--- src/rtl/pipe_pkg.sv ---
// pipe_pkg: default EX/MEM widths and the EX/MEM payload layout
package pipe_pkg;
    localparam int DEF_PC_WIDTH     = 64;
    localparam int DEF_REG_WIDTH    = 64;
    localparam int DEF_REG_COUNT    = 32;
    localparam int DEF_AW           = $clog2(DEF_REG_COUNT);
    localparam int DEF_M_CTRL_BITS  = 5;
    localparam int DEF_WB_CTRL_BITS = 5;

    typedef struct packed {
        logic [DEF_WB_CTRL_BITS-1:0] wb_ctrl;
        logic [DEF_M_CTRL_BITS-1:0]  m_ctrl;
        logic [DEF_PC_WIDTH-1:0]     pc;
        logic [DEF_REG_WIDTH-1:0]    alu_res;
        logic [DEF_REG_WIDTH-1:0]    rs2_data;
        logic [DEF_AW-1:0]           rd_addr;
        logic [DEF_AW-1:0]           rs2_addr;
    } ex_mem_payload_t;
endpackage

--- src/rtl/stage_slot.sv ---
// stage_slot: payload register with valid flag; ports clk, rst (async), load, clear (wins over load), d -> valid, q
module stage_slot #(
    parameter int W = 8
) (
    input  logic         clk,
    input  logic         rst,
    input  logic         load,
    input  logic         clear,
    input  logic [W-1:0] d,
    output logic         valid,
    output logic [W-1:0] q
);
    always_ff @(posedge clk or posedge rst)
        if (rst) begin
            valid <= 1'b0;
            q     <= '0;
        end else if (clear)
            valid <= 1'b0;
        else if (load) begin
            valid <= 1'b1;
            q     <= d;
        end
endmodule

--- src/rtl/ex_mem_stage.sv ---
// ex_mem_stage: EX/MEM pipeline register with a two-slot skid buffer; ports: in_valid/in_ready + payload in,
// out_valid/out_ready + payload out, flush, occupancy (held beats)
module ex_mem_stage
    import pipe_pkg::*;
#(
    parameter int PC_WIDTH     = pipe_pkg::DEF_PC_WIDTH,
    parameter int REG_WIDTH    = pipe_pkg::DEF_REG_WIDTH,
    parameter int REG_COUNT    = pipe_pkg::DEF_REG_COUNT,
    parameter int M_CTRL_BITS  = pipe_pkg::DEF_M_CTRL_BITS,
    parameter int WB_CTRL_BITS = pipe_pkg::DEF_WB_CTRL_BITS,
    localparam int AW          = $clog2(REG_COUNT)
) (
    input  logic                    clk,
    input  logic                    rst,
    input  logic                    in_valid,
    output logic                    in_ready,
    input  logic                    flush,
    input  logic [WB_CTRL_BITS-1:0] wb_ctrl_in,
    input  logic [M_CTRL_BITS-1:0]  m_ctrl_in,
    input  logic [PC_WIDTH-1:0]     pc_in,
    input  logic [REG_WIDTH-1:0]    alu_res_in,
    input  logic [REG_WIDTH-1:0]    rs2_data_in,
    input  logic [AW-1:0]           rd_addr_in,
    input  logic [AW-1:0]           rs2_addr_in,
    output logic                    out_valid,
    input  logic                    out_ready,
    output logic [WB_CTRL_BITS-1:0] wb_ctrl_out,
    output logic [M_CTRL_BITS-1:0]  m_ctrl_out,
    output logic [PC_WIDTH-1:0]     pc_out,
    output logic [REG_WIDTH-1:0]    alu_res_out,
    output logic [REG_WIDTH-1:0]    rs2_data_out,
    output logic [AW-1:0]           rd_addr_out,
    output logic [AW-1:0]           rs2_addr_out,
    output logic [1:0]              occupancy
);
    localparam int PW = WB_CTRL_BITS + M_CTRL_BITS + PC_WIDTH + 2 * REG_WIDTH + 2 * AW;

    logic [PW-1:0] in_bus, main_q, skid_q;
    logic [WB_CTRL_BITS-1:0] wb_q;
    logic [M_CTRL_BITS-1:0] m_q;
    logic main_v, skid_v, accept, drain, main_load, main_clear, skid_load, skid_clear;

    assign in_bus = {wb_ctrl_in, m_ctrl_in, pc_in, alu_res_in, rs2_data_in, rd_addr_in, rs2_addr_in};
    assign drain  = main_v & out_ready;
    assign accept = in_valid & ~skid_v & ~flush;
    // in_ready is low whenever SKID is full, so MAIN is refilled either from SKID or from the input, never both
    assign main_load  = (accept & (~main_v | drain)) | (drain & skid_v);
    assign main_clear = flush | (drain & ~main_load);
    assign skid_load  = accept & main_v & ~drain;
    assign skid_clear = flush | (drain & skid_v);

    stage_slot #(.W(PW)) u_main (
        .clk(clk), .rst(rst), .load(main_load), .clear(main_clear),
        .d(skid_v ? skid_q : in_bus), .valid(main_v), .q(main_q)
    );

    stage_slot #(.W(PW)) u_skid (
        .clk(clk), .rst(rst), .load(skid_load), .clear(skid_clear),
        .d(in_bus), .valid(skid_v), .q(skid_q)
    );

    assign {wb_q, m_q, pc_out, alu_res_out, rs2_data_out, rd_addr_out, rs2_addr_out} = main_q;
    // control fields are forced to a bubble whenever nothing valid is presented
    assign wb_ctrl_out = main_v ? wb_q : '0;
    assign m_ctrl_out  = main_v ? m_q : '0;
    assign out_valid   = main_v;
    assign in_ready    = ~skid_v;
    assign occupancy   = {1'b0, main_v} + {1'b0, skid_v};
endmodule

--- config.mk ---
export PLATFORM = sky130hd
export DESIGN_NAME = ex_mem_stage
export DESIGN_NICKNAME = d
export VERILOG_FILES = /design/src/rtl/pipe_pkg.sv /design/src/rtl/stage_slot.sv /design/src/rtl/ex_mem_stage.sv
export SDC_FILE = /design/constraint.sdc
export NUM_CORES = 1
export LEC_CHECK = 0
export BUFFER_PORTS_ARGS = -buffer_cell sky130_fd_sc_hd__buf_2
export CORE_MARGIN = 3
export CORE_UTILIZATION = 30
export DETAILED_ROUTE_END_ITERATION = 7
export PLACE_DENSITY_LB_ADDON = 0.3
export SETUP_SLACK_MARGIN = 0.4
export SYNTH_ARGS = -nofsm -noshare
export SYNTH_HDL_FRONTEND = slang
export SYNTH_SLANG_ARGS = --single-unit
--- constraint.sdc ---
create_clock -name clk -period 13.6 [get_ports clk]
set_input_delay 1.36 -clock clk [delete_from_list [all_inputs] [get_ports clk]]
set_output_delay 1.36 -clock clk [all_outputs]
set_load 0.02 [all_outputs]
==> summary.txt, run 1 <==
Crit. path cell count: 6
LEAKAGE: 10.5 nW
Synth Net Count: 1578
largest net degree at the start of global routing: 159
crit path capture: u_skid.q[88]$_DFFE_PP0P_
total gr overflow: 0
CP endpoint kind: flop
Min-Delay Path Class: flop to flop
simple-gate share of the synthesized area: 0.463%
Starting Density: 30.4%
Post-Synth Adder-Cell Area: 0.0626%
sequential share of the synthesized area: 53.3%
post-synthesis mux area share: 35.8%
origin of the worst setup path: in_valid
Synthesis Warnings: 0
WS Path Type: primary input to flop
CTS sink count: 426
R2R cell count: 5
placed cell areas: 21400 um2
io pins: 433
worst r2r dst: u_skid.q[88]$_DFFE_PP0P_
TritonCTS clock tree: built
# resized after CTS: 0
commonest cells in the netlist: dfrtp_1 (426), mux2_2 (385), mux2_1 (251)
number of fill cells: 6356
Area contributors post-synth: dfrtp_1 (53%), mux2_2 (22%), mux2_1 (14%)
Post-synth ARST share: 100%
vias in the first global route: 12.2k
core box area: 65900 um2
area growth from synthesis to layout: 15.5%
Worst path slowest cell: buf_4
Avg WL per Cell: 18.1 um
# H-tree levels: 2
die width: 264 um
worst reg2reg path startpoint: u_skid.valid$_DFFE_PP0P_
Antenna Nets Post-Route: 0
status: complete, no violations
Crit path max-delay family: buffers and inverters
total track usage: 12.8%
hpwl dp: 30600 um
largest family of logic cells by synthesized area: multiplexers
setup TNS: 0 ns
Hold Crit Depth: 1
Nets: 1802
endpoints failing hold: 0
# DRC: 0
first-pass GRT wire length: 71200 um
Yosys cell types: 20
CP Cell Sequence: buf_2 -> nand2b_1 -> or4b_4 -> buf_4 -> buf_4 -> mux2_1
Worst Path Arrival: 4.06 ns
full die area: 69800 um2
postcts setup bufs: 0
CP max stage delay: 0.90 ns
Max Cap Violations: 0
FF/Latch Area: 10700 um2
drt initial violations: 306
Avg Cell Area, Syn: 14.7 um2
IO buf count: 432
initial antenna violation count: 12
Post-Syn Area: 20000 um2
Rel. slew slack: 31.4%
vias per cell: 4.43
measured slew at the worst slew-check pin: 1.03 ns
clock skew: 0.00671 ns
period utilisation layout: 26.6%
worst vdd ir: 0.0000991 V
PwrDens: 175 nW/um2
max-slew violations: 0
Crit Path Max Fanout: 69
final worst path period need: 3.62 ns
Data required, critical path: 14.04 ns
CP dominant cell by count: buf_4
RSZ-0062 raised after global routing: false
Die Span Y: 264 um
Post-synth top flop: dfrtp_1
clk_lat worst skew: 0.57 ns
Post-Route Utilization: 35.1%
EDFF count, synth: 0
RePlAce Congestion: 0.745
root buffer cell: clkbuf_16
fmax: 0.276 GHz
hold wc startpoint: u_main.q[207]$_DFFE_PP0P_
routed via count: 11.0k
Post-CTS Hold Buffers: 0
Worst-path clk slew: 0.05 ns
share of layout cells above drive strength 1: 56.2%
Multi-input gate area: 7310 um2
row count: 94
clock buffer depth: 3
crit path launch type: primary input
final wirelength: 45200 um
WP buf/inv: 3
cts bufs inserted: 50
synthesized flop and latch total: 426
Cells after Synth: 1360
1st-pass router iterations: 4
post-synth top area cell: dfrtp_1
xor/xnor share of the synthesized area: 0%
Yosys top cell area share: 53.3%
FF-to-FF setup slack: 10.09 ns
Synth Area in Compound Gates: 0.175%
final std cell area, no fill: 23100 um2
count leader, synth: dfrtp_1
Final Setup Violations: 0
[sequential cells by signal, indices dropped and copies added (netlist names)]
| name | flops |
|---|---|
| u_main.q | 212 |
| u_skid.valid | 1 |
| u_main.valid | 1 |
| u_skid.q | 212 |
[through the flow]
stage	cells	hold WS, ns	worst slack, ns	power, mW
after global placement	2396	0.462	9.36	2.67
after detailed placement	2396	0.469	9.34	2.71
after CTS	2489	0.483	9.97	4.13
after global routing	2492	0.496	9.68	4.27
after floorplan	1360	0.449	6.49	2.59
final	2494	0.477	9.98	4.05
[cell usage in the layout, fill, tap and decap left out, types with 2 or more instances in the layout]
| cell | count |
|---|---|
| inv_1 | 2 |
| clkbuf_1 | 14 |
| diode_2 | 5 |
| mux2_1 | 251 |
| clkbuf_8 | 12 |
| dfrtp_1 | 425 |
| buf_12 | 2 |
| clkinv_2 | 8 |
| buf_2 | 432 |
| and2_1 | 10 |
| buf_4 | 12 |
| clkbuf_16 | 53 |
| mux2_2 | 385 |
| bufinv_16 | 4 |
| a21oi_1 | 2 |
[power by group]
group          switching [mW]  internal (mW)  total [mW]
Clock                   0.527          0.853        1.38
Sequential              0.165           1.61        1.78
Combinational           0.484          0.410       0.894
[worst min path at each step]
stage                                      to  slack, ns
floorplan           u_main.q[204]$_DFFE_PP0P_       0.45
global placement     u_main.q[62]$_DFFE_PP0P_       0.46
detailed placement   u_main.q[12]$_DFFE_PP0P_       0.47
CTS                 u_main.q[137]$_DFFE_PP0P_       0.48
global route        u_main.q[122]$_DFFE_PP0P_       0.50
finish              u_main.q[207]$_DFFE_PP0P_       0.48
[routing by layer]
layer,up-vias,wire length [um],global-route usage [%]
li1,5027,-,-
met1,5652,18500,15.2
met2,259,22500,21.9
met3,88,2950,4.19
met4,10,1250,3.99
met5,-,71,0
[area by class of cell]
type | count | area share, %
sequential | 426 | 46.2
tap | 864 | 4.68
multi-input combinational | 657 | 31.7
inverter | 3 | 0.0650
timing repair buffer | 446 | 9.92
antenna | 5 | 0.0542
clock inverter | 14 | 0.769
clock buffer | 79 | 6.68
[cells by family (layout without fill, tap and decap cells)]
kind of cell,count (synthesis),after routing
AOI/OAI and AO/OA,5,5
adders and majority gates,1,1
buffers and inverters,277,542
DFF,426,426
muxes,636,636
other,0,5
and+or+nand+nor,15,15
No activity file was read; power rests on OpenSTA's default activity.
==> run 2, diff against run 1 <==
==> constraint.sdc (replaced) <==
create_clock -name clk -period 3.2 [get_ports clk]
set_input_delay 0.32 -clock clk [delete_from_list [all_inputs] [get_ports clk]]
set_output_delay 0.32 -clock clk [all_outputs]
set_load 0.02 [all_outputs]
==> run 2 against run 1 <==
Compared with the run above: worst setup slack worse by 9.3 ns; largest cell class unchanged; global-route usage is 0.35 points higher; via count is 7.8% higher.
==> summary.txt, run 2 (synthesized netlist as in run 1, its figures left out) <==
status: complete, no violations
total track usage: 13.1% (+0.35 points)
Worst Path Arrival: 2.95 ns (-1.11 ns)
ANT cells: 0 (-5)
Nets: 2032 (+13%)
CP Cell Sequence: or4b_4 -> buf_12 -> mux2_1
crit path launch type: flop
PwrDens: 675 nW/um2 (+290%)
Starting Density: 30.4% (unchanged)
total gr overflow: 0 (unchanged)
fmax: 0.398 GHz
root buffer cell: clkbuf_16
largest net degree at the start of global routing: 132 (-17%)
CP max stage delay: 0.90 ns (about the same)
placed cells: 2410 (+0.58%)
Data required, critical path: 3.64 ns (-10.40 ns)
placed cell areas: 21600 um2 (+1.1%)
measured slew at the worst slew-check pin: 0.938 ns (-0.0904 ns)
Max Cap Violations: 0 (unchanged)
endpoints failing hold: 0 (unchanged)
Rel. slew slack: 37.5% (+6.0 points)
Post-Route Utilization: 38.5% (+3.4 points)
vias in the first global route: 13.4k (+10%)
row count: 94 (unchanged)
CP endpoint kind: flop
1st-pass router iterations: 4 (unchanged)
commonest non-fill, non-tap cells in the layout: buf_2 (432), dfrtp_1 (425), mux2_2 (385)
RSZ-0062 raised after global routing: false
routed via count: 11.9k (+7.8%)
commonest non-fill, non-tap cell in the layout: buf_2
core box area: 65900 um2 (unchanged)
setup ws final: 0.689 ns (-9.29 ns)
drt initial violations: 401 (+31%)
period utilisation layout: 78.5%
share of layout cells above drive strength 1: 49.9% (-6.3 points)
first-pass GRT wire length: 73900 um (+3.8%)
max-slew violations: 0 (unchanged)
# H-tree levels: 2 (unchanged)
clock buffer depth: 3 (unchanged)
Min-Delay Path Class: primary input to flop
Worst path slowest cell: or4b_4
area growth from synthesis to layout: 26.7%
Largest regs: u_main.q x212, u_skid.q x212
Avg WL per Cell: 17.1 um (-5.5%)
final std cell area, no fill: 25300 um2 (+9.6%)
final wirelength: 46400 um (+2.7%)
clk_lat worst skew: 0.57 ns (about the same)
CTS sink count: 426 (unchanged)
Antenna Nets Post-Route: 0 (unchanged)
RePlAce Congestion: 0.749 (+0.62%)
die width: 264 um (unchanged)
Crit Path Max Fanout: 64 (-7.2%)
Setup WS pre-CTS: 0.675 ns (-8.67 ns)
Worst-path clk slew: 0.05 ns (about the same)
WS Path Type: flop to flop
final std cells w/o fill: 2709 (+8.6%)
Final Setup Violations: 0 (unchanged)
worst vdd ir: 0.000398 V (+300%)
full die area: 69800 um2 (unchanged)
setup TNS: 0 ns (unchanged)
TritonCTS clock tree: built
number of fill cells: 6317 (-0.61%)
IO buf count: 432 (unchanged)
hpwl dp: 31500 um (+2.7%)
initial antenna violation count: 1 (-11)
clock skew: 0.00979 ns (+0.00308 ns)
# DRC: 0 (unchanged)
Die Span Y: 264 um (unchanged)
cts bufs inserted: 50 (unchanged)
vias per cell: 4.39 (-0.79%)
final worst path period need: 2.51 ns
LEAKAGE: 11.4 nW (+8.8%)
io pins: 433 (unchanged)
[run 2: changes by cell type in the layout (fill, tap and decap cells not counted), sizes merged]
| cell | delta |
|---|---|
| dlygate4sd3 | +216 |
| buf | +14 |
| bufinv | -1 |
| clkinvlp | +2 |
| clkbuf | -11 |
| diode | -5 |
| inv | +1 |
| clkinv | -1 |
[run 2: worst max-delay path, delay by kind of cell, from the launching register on]
| kind | cells | cell delay [ns] |
|---|---|---|
| buffers and inverters | 1 | 0.34 |
| DFF | 1 | 0.66 |
| muxes | 1 | 0.39 |
| and+or+nand+nor | 1 | 0.90 |
[run 2: repair_timing]
action	CTS	global route
endpoints found under the hold margin	223	0
setup buffers	0	0
gates resized for setup	0	0
hold buffers	216	0
[run 2: per-layer routing]
metal  global-route usage [%]  up-vias  routed length (um)
li1                         -     5464                   -
met1                     15.6     6048               19000
met2                     22.8      282               23100
met3                     3.30       97                2540
met4                     5.08        2                1720
met5                        0        -                  13
[run 2: where the power goes]
part	total, mW	internal [mW]	switching, mW	leakage [nW]
logic	4.05	1.94	2.10	5.53
clock network	5.48	3.28	2.20	0.768
registers	7.57	6.84	0.723	5.15
[run 2: final timing paths]
path | to | cells past startpoint | from | slack (ns)
max in group asynchronous | u_skid.q[115]$_DFFE_PP0P_ | 4 | rst | 1.86
hold reg to reg | u_main.q[120]$_DFFE_PP0P_ | 1 | u_main.q[120]$_DFFE_PP0P_ | 0.48
setup / recovery | u_skid.q[69]$_DFFE_PP0P_ | 3 | u_main.valid$_DFFE_PP0P_ | 0.69
setup reg to reg | u_skid.q[69]$_DFFE_PP0P_ | 3 | u_main.valid$_DFFE_PP0P_ | 0.69
hold / removal | u_main.valid$_DFFE_PP0P_ | 3 | in_valid | 0.06
min in group asynchronous | u_main.q[190]$_DFFE_PP0P_ | 3 | rst | 0.32
[run 2: cell type report]
| class | instances | area (um2) | area share [%] |
|---|---|---|---|
| multi-input cells | 657 | 7310 | 28.9 |
| clock buffers | 68 | 1400 | 5.53 |
| well taps | 864 | 1080 | 4.27 |
| flip-flops and latches | 426 | 10700 | 42.1 |
| repair buffers | 676 | 4680 | 18.5 |
| inverters | 3 | 15.0 | 0.0593 |
| clock inverters | 15 | 170 | 0.672 |
[run 2: metrics by stage]
step           hold WS [ns]  power (mW)
6_report             0.0616        17.1
5_1_grt              0.0778        18.1
4_1_cts              0.0133        17.4
3_5_place_dp          0.375        11.6
3_3_place_gp          0.380        11.4
2_1_floorplan         0.383        11.0
==> run 3, diff against run 2 <==
==> constraint.sdc (replaced) <==
create_clock -name clk -period 2.45 [get_ports clk]
set_input_delay 0.245 -clock clk [delete_from_list [all_inputs] [get_ports clk]]
set_output_delay 0.245 -clock clk [all_outputs]
set_load 0.02 [all_outputs]
==> run 3 against run 2 <==
Compared with the run above: via count is 4.3% higher; hold slack better by 0.23 ns; sequential power is 31% higher; cell area is 6.9% higher; clock skew is 0.0081 ns higher; routed wire length is 20% higher; global-route usage is 2.0 points higher; first-iteration DRC count is 4.2% lower.
==> summary.txt, run 3 (synthesized netlist as in run 1, its figures left out) <==
status: complete, no violations
io pins: 433 (unchanged)
Clock Power Share: 31.6% (-0.5 points)
Post-Route Utilization: 41.1% (+2.7 points)
worst vdd ir: 0.000472 V (+19%)
# H-tree levels: 2 (unchanged)
endpoints failing hold: 0 (unchanged)
root buffer cell: clkbuf_16
CP max stage delay: 0.59 ns (-0.31 ns)
CP endpoint kind: flop
total gr overflow: 0 (unchanged)
cts bufs inserted: 48 (-4.0%)
PwrDens: 859 nW/um2 (+27%)
Avg WL per Cell: 20.2 um (+18%)
sw frac: 29.2% (-0.25 points)
Final Setup Violations: 0 (unchanged)
share of layout cells above drive strength 1: 56.8% (+6.9 points)
clock buffer depth: 3 (unchanged)
max-slew violations: 0 (unchanged)
Comb power frac: 25.7% (+2.0 points)
IO buf count: 432 (unchanged)
first-pass GRT wire length: 82400 um (+11%)
TritonCTS clock tree: built
fmax: 0.469 GHz (+18%)
CP Cell Sequence: nand2b_4 -> or4b_4 -> buf_12 -> buf_12 -> clkbuf_16 -> mux2_2
RSZ-0062 raised after global routing: true
Nets: 2087 (+2.7%)
vias per cell: 4.48 (+2.1%)
hpwl dp: 31500 um (about the same)
total track usage: 15.1% (+2.0 points)
period utilisation layout: 87.0% (+8.5 points)
initial antenna violation count: 1 (unchanged)
placed cells: 2415 (+0.21%)
vias in the first global route: 13.9k (+4.0%)
Min-Delay Path Class: primary input to async pin
Worst-path clk slew: 0.06 ns (about the same)
Rel. slew slack: 66.5% (+29 points)
number of fill cells: 6096 (-3.5%)
1st-pass router iterations: 4 (unchanged)
CP dominant cell by count: buf_12
Antenna Nets Post-Route: 0 (unchanged)
Worst path slowest cell: or4b_4
# DRC: 0 (unchanged)
Data required, critical path: 2.91 ns (-0.73 ns)
drt initial violations: 384 (-4.2%)
WS Path Type: flop to flop
Crit path max-delay family: simple AND/OR/NAND/NOR gates
die width: 264 um (unchanged)
Crit Path Max Fanout: 6 (-91%)
Reg power frac: 42.7% (-1.6 points)
WP buf/inv: 3 (+2)
final std cells w/o fill: 2768 (+2.2%)
Sw Pwr: 6.78 mW (+35%)
Starting Density: 30.4% (unchanged)
Internal: 16.5 mW (+37%)
crit path launch type: flop
setup ws final: 0.319 ns (-0.370 ns)
row count: 94 (unchanged)
full die area: 69800 um2 (unchanged)
area growth from synthesis to layout: 35.4%
largest net degree at the start of global routing: 84 (-36%)
commonest non-fill, non-tap cell in the layout: buf_2
core box area: 65900 um2 (unchanged)
routed via count: 12.4k (+4.3%)
commonest non-fill, non-tap cells in the layout: buf_2 (431), dfrtp_1 (425), mux2_2 (385)
final worst path period need: 2.13 ns (-0.380 ns)
Die Span Y: 264 um (unchanged)
RePlAce Congestion: 0.752 (+0.36%)
final wirelength: 55800 um (+20%)
Max Cap Violations: 0 (unchanged)
measured slew at the worst slew-check pin: 0.502 ns (-0.436 ns)
CTS sink count: 426 (unchanged)
LEAKAGE: 12.6 nW (+10%)
clock skew: 0.0179 ns (+0.00815 ns)
clk_lat worst skew: 0.57 ns (about the same)
Setup WS pre-CTS: 0.284 ns (-0.391 ns)
Worst Path Arrival: 2.59 ns (-0.36 ns)
Largest regs: u_main.q x212, u_skid.q x212
[run 3: cell count changes in the layout (fill, tap and decap cells not counted), moves of 2 or more]
cell        change
buf_4           +5
mux2_1        -101
clkinv_4        -2
clkbuf_8        +3
clkbuf_16       +7
buf_16         +28
mux2_4        +101
buf_6           +7
bufbuf_16       +5
bufinv_16       +2
clkinvlp_4      -2
buf_8           +4
diode_2         +2
[run 3: final timing paths]
check                                          from                         to  slack [ns]  depth (start not counted)
min reg2reg                u_main.q[71]$_DFFE_PP0P_   u_main.q[71]$_DFFE_PP0P_        0.48                          1
max                        u_skid.valid$_DFFE_PP0P_  u_skid.q[200]$_DFFE_PP0P_        0.32                          6
max reg2reg                u_skid.valid$_DFFE_PP0P_  u_skid.q[200]$_DFFE_PP0P_        0.32                          6
min                                             rst  u_main.q[189]$_DFFE_PP0P_        0.29                          4
max in group asynchronous                       rst   u_skid.q[81]$_DFFE_PP0P_        1.34                          5
min in group clk                          out_ready   u_skid.valid$_DFFE_PP0P_        0.44                          3
[run 3: final cells by class]
| type | count | area [um2] | area share, % |
|---|---|---|---|
| flip-flops and latches | 426 | 10700 | 39.4 |
| multi-input cells | 657 | 7700 | 28.4 |
| repair buffers | 733 | 6010 | 22.2 |
| clock buffers | 70 | 1400 | 5.15 |
| well taps | 864 | 1080 | 3.99 |
| clock inverters | 13 | 198 | 0.730 |
| inverters | 3 | 15.0 | 0.0555 |
| diodes | 2 | 5.00 | 0.0185 |
[run 3: routing by layer]
| layer | part of all wire, % | GRT usage (%) | up-vias |
|---|---|---|---|
| met1 | 43 | 18.5 | 6407 |
| met4 | 2.8 | 4.65 | 0 |
| met3 | 5.5 | 3.97 | 85 |
| li1 | - | - | 5608 |
| met2 | 48 | 26.1 | 304 |
| met5 | 0 | 0 | - |
[run 3: stage by stage]
stage	hold slack [ns]	setup TNS, ns	instance area [um2]	total power [mW]
finish	0.292	0	27100	23.3
global placement	0.353	0	21700	14.9
floorplan	0.308	-1509.93	20000	14.4
detailed placement	0.350	0	21700	15.1
CTS	0.255	0	26500	23.2
global route	0.289	0	27100	24.4
[run 3: what timing repair did]
item                                    4_1_cts  5_1_grt
gates resized for setup                      68       83
cloned                                       24       11
endpoints found under the hold margin       331        0
pin swaps                                     2        1
buffers inserted                             12        5
endpoints found under the setup margin      370      396
hold buffers                                216        0
[run 3: power by group through the flow]
stage | Combinational (mW) | Sequential, mW | Clock, mW
after floorplan | 4.67 | 9.69 | 0
after global placement | 4.97 | 9.91 | 0
after detailed placement | 5.11 | 10.0 | 0
after CTS | 5.72 | 9.90 | 7.59
after global routing | 6.39 | 10.2 | 7.89
final | 5.99 | 9.93 | 7.34
[run 3: worst min-delay path, cell delays in order]
cell and delay [ns]:
dlygate4sd3_1 0.52, buf_2 0.13, clkinvlp_4 0.11, buf_12 0.23
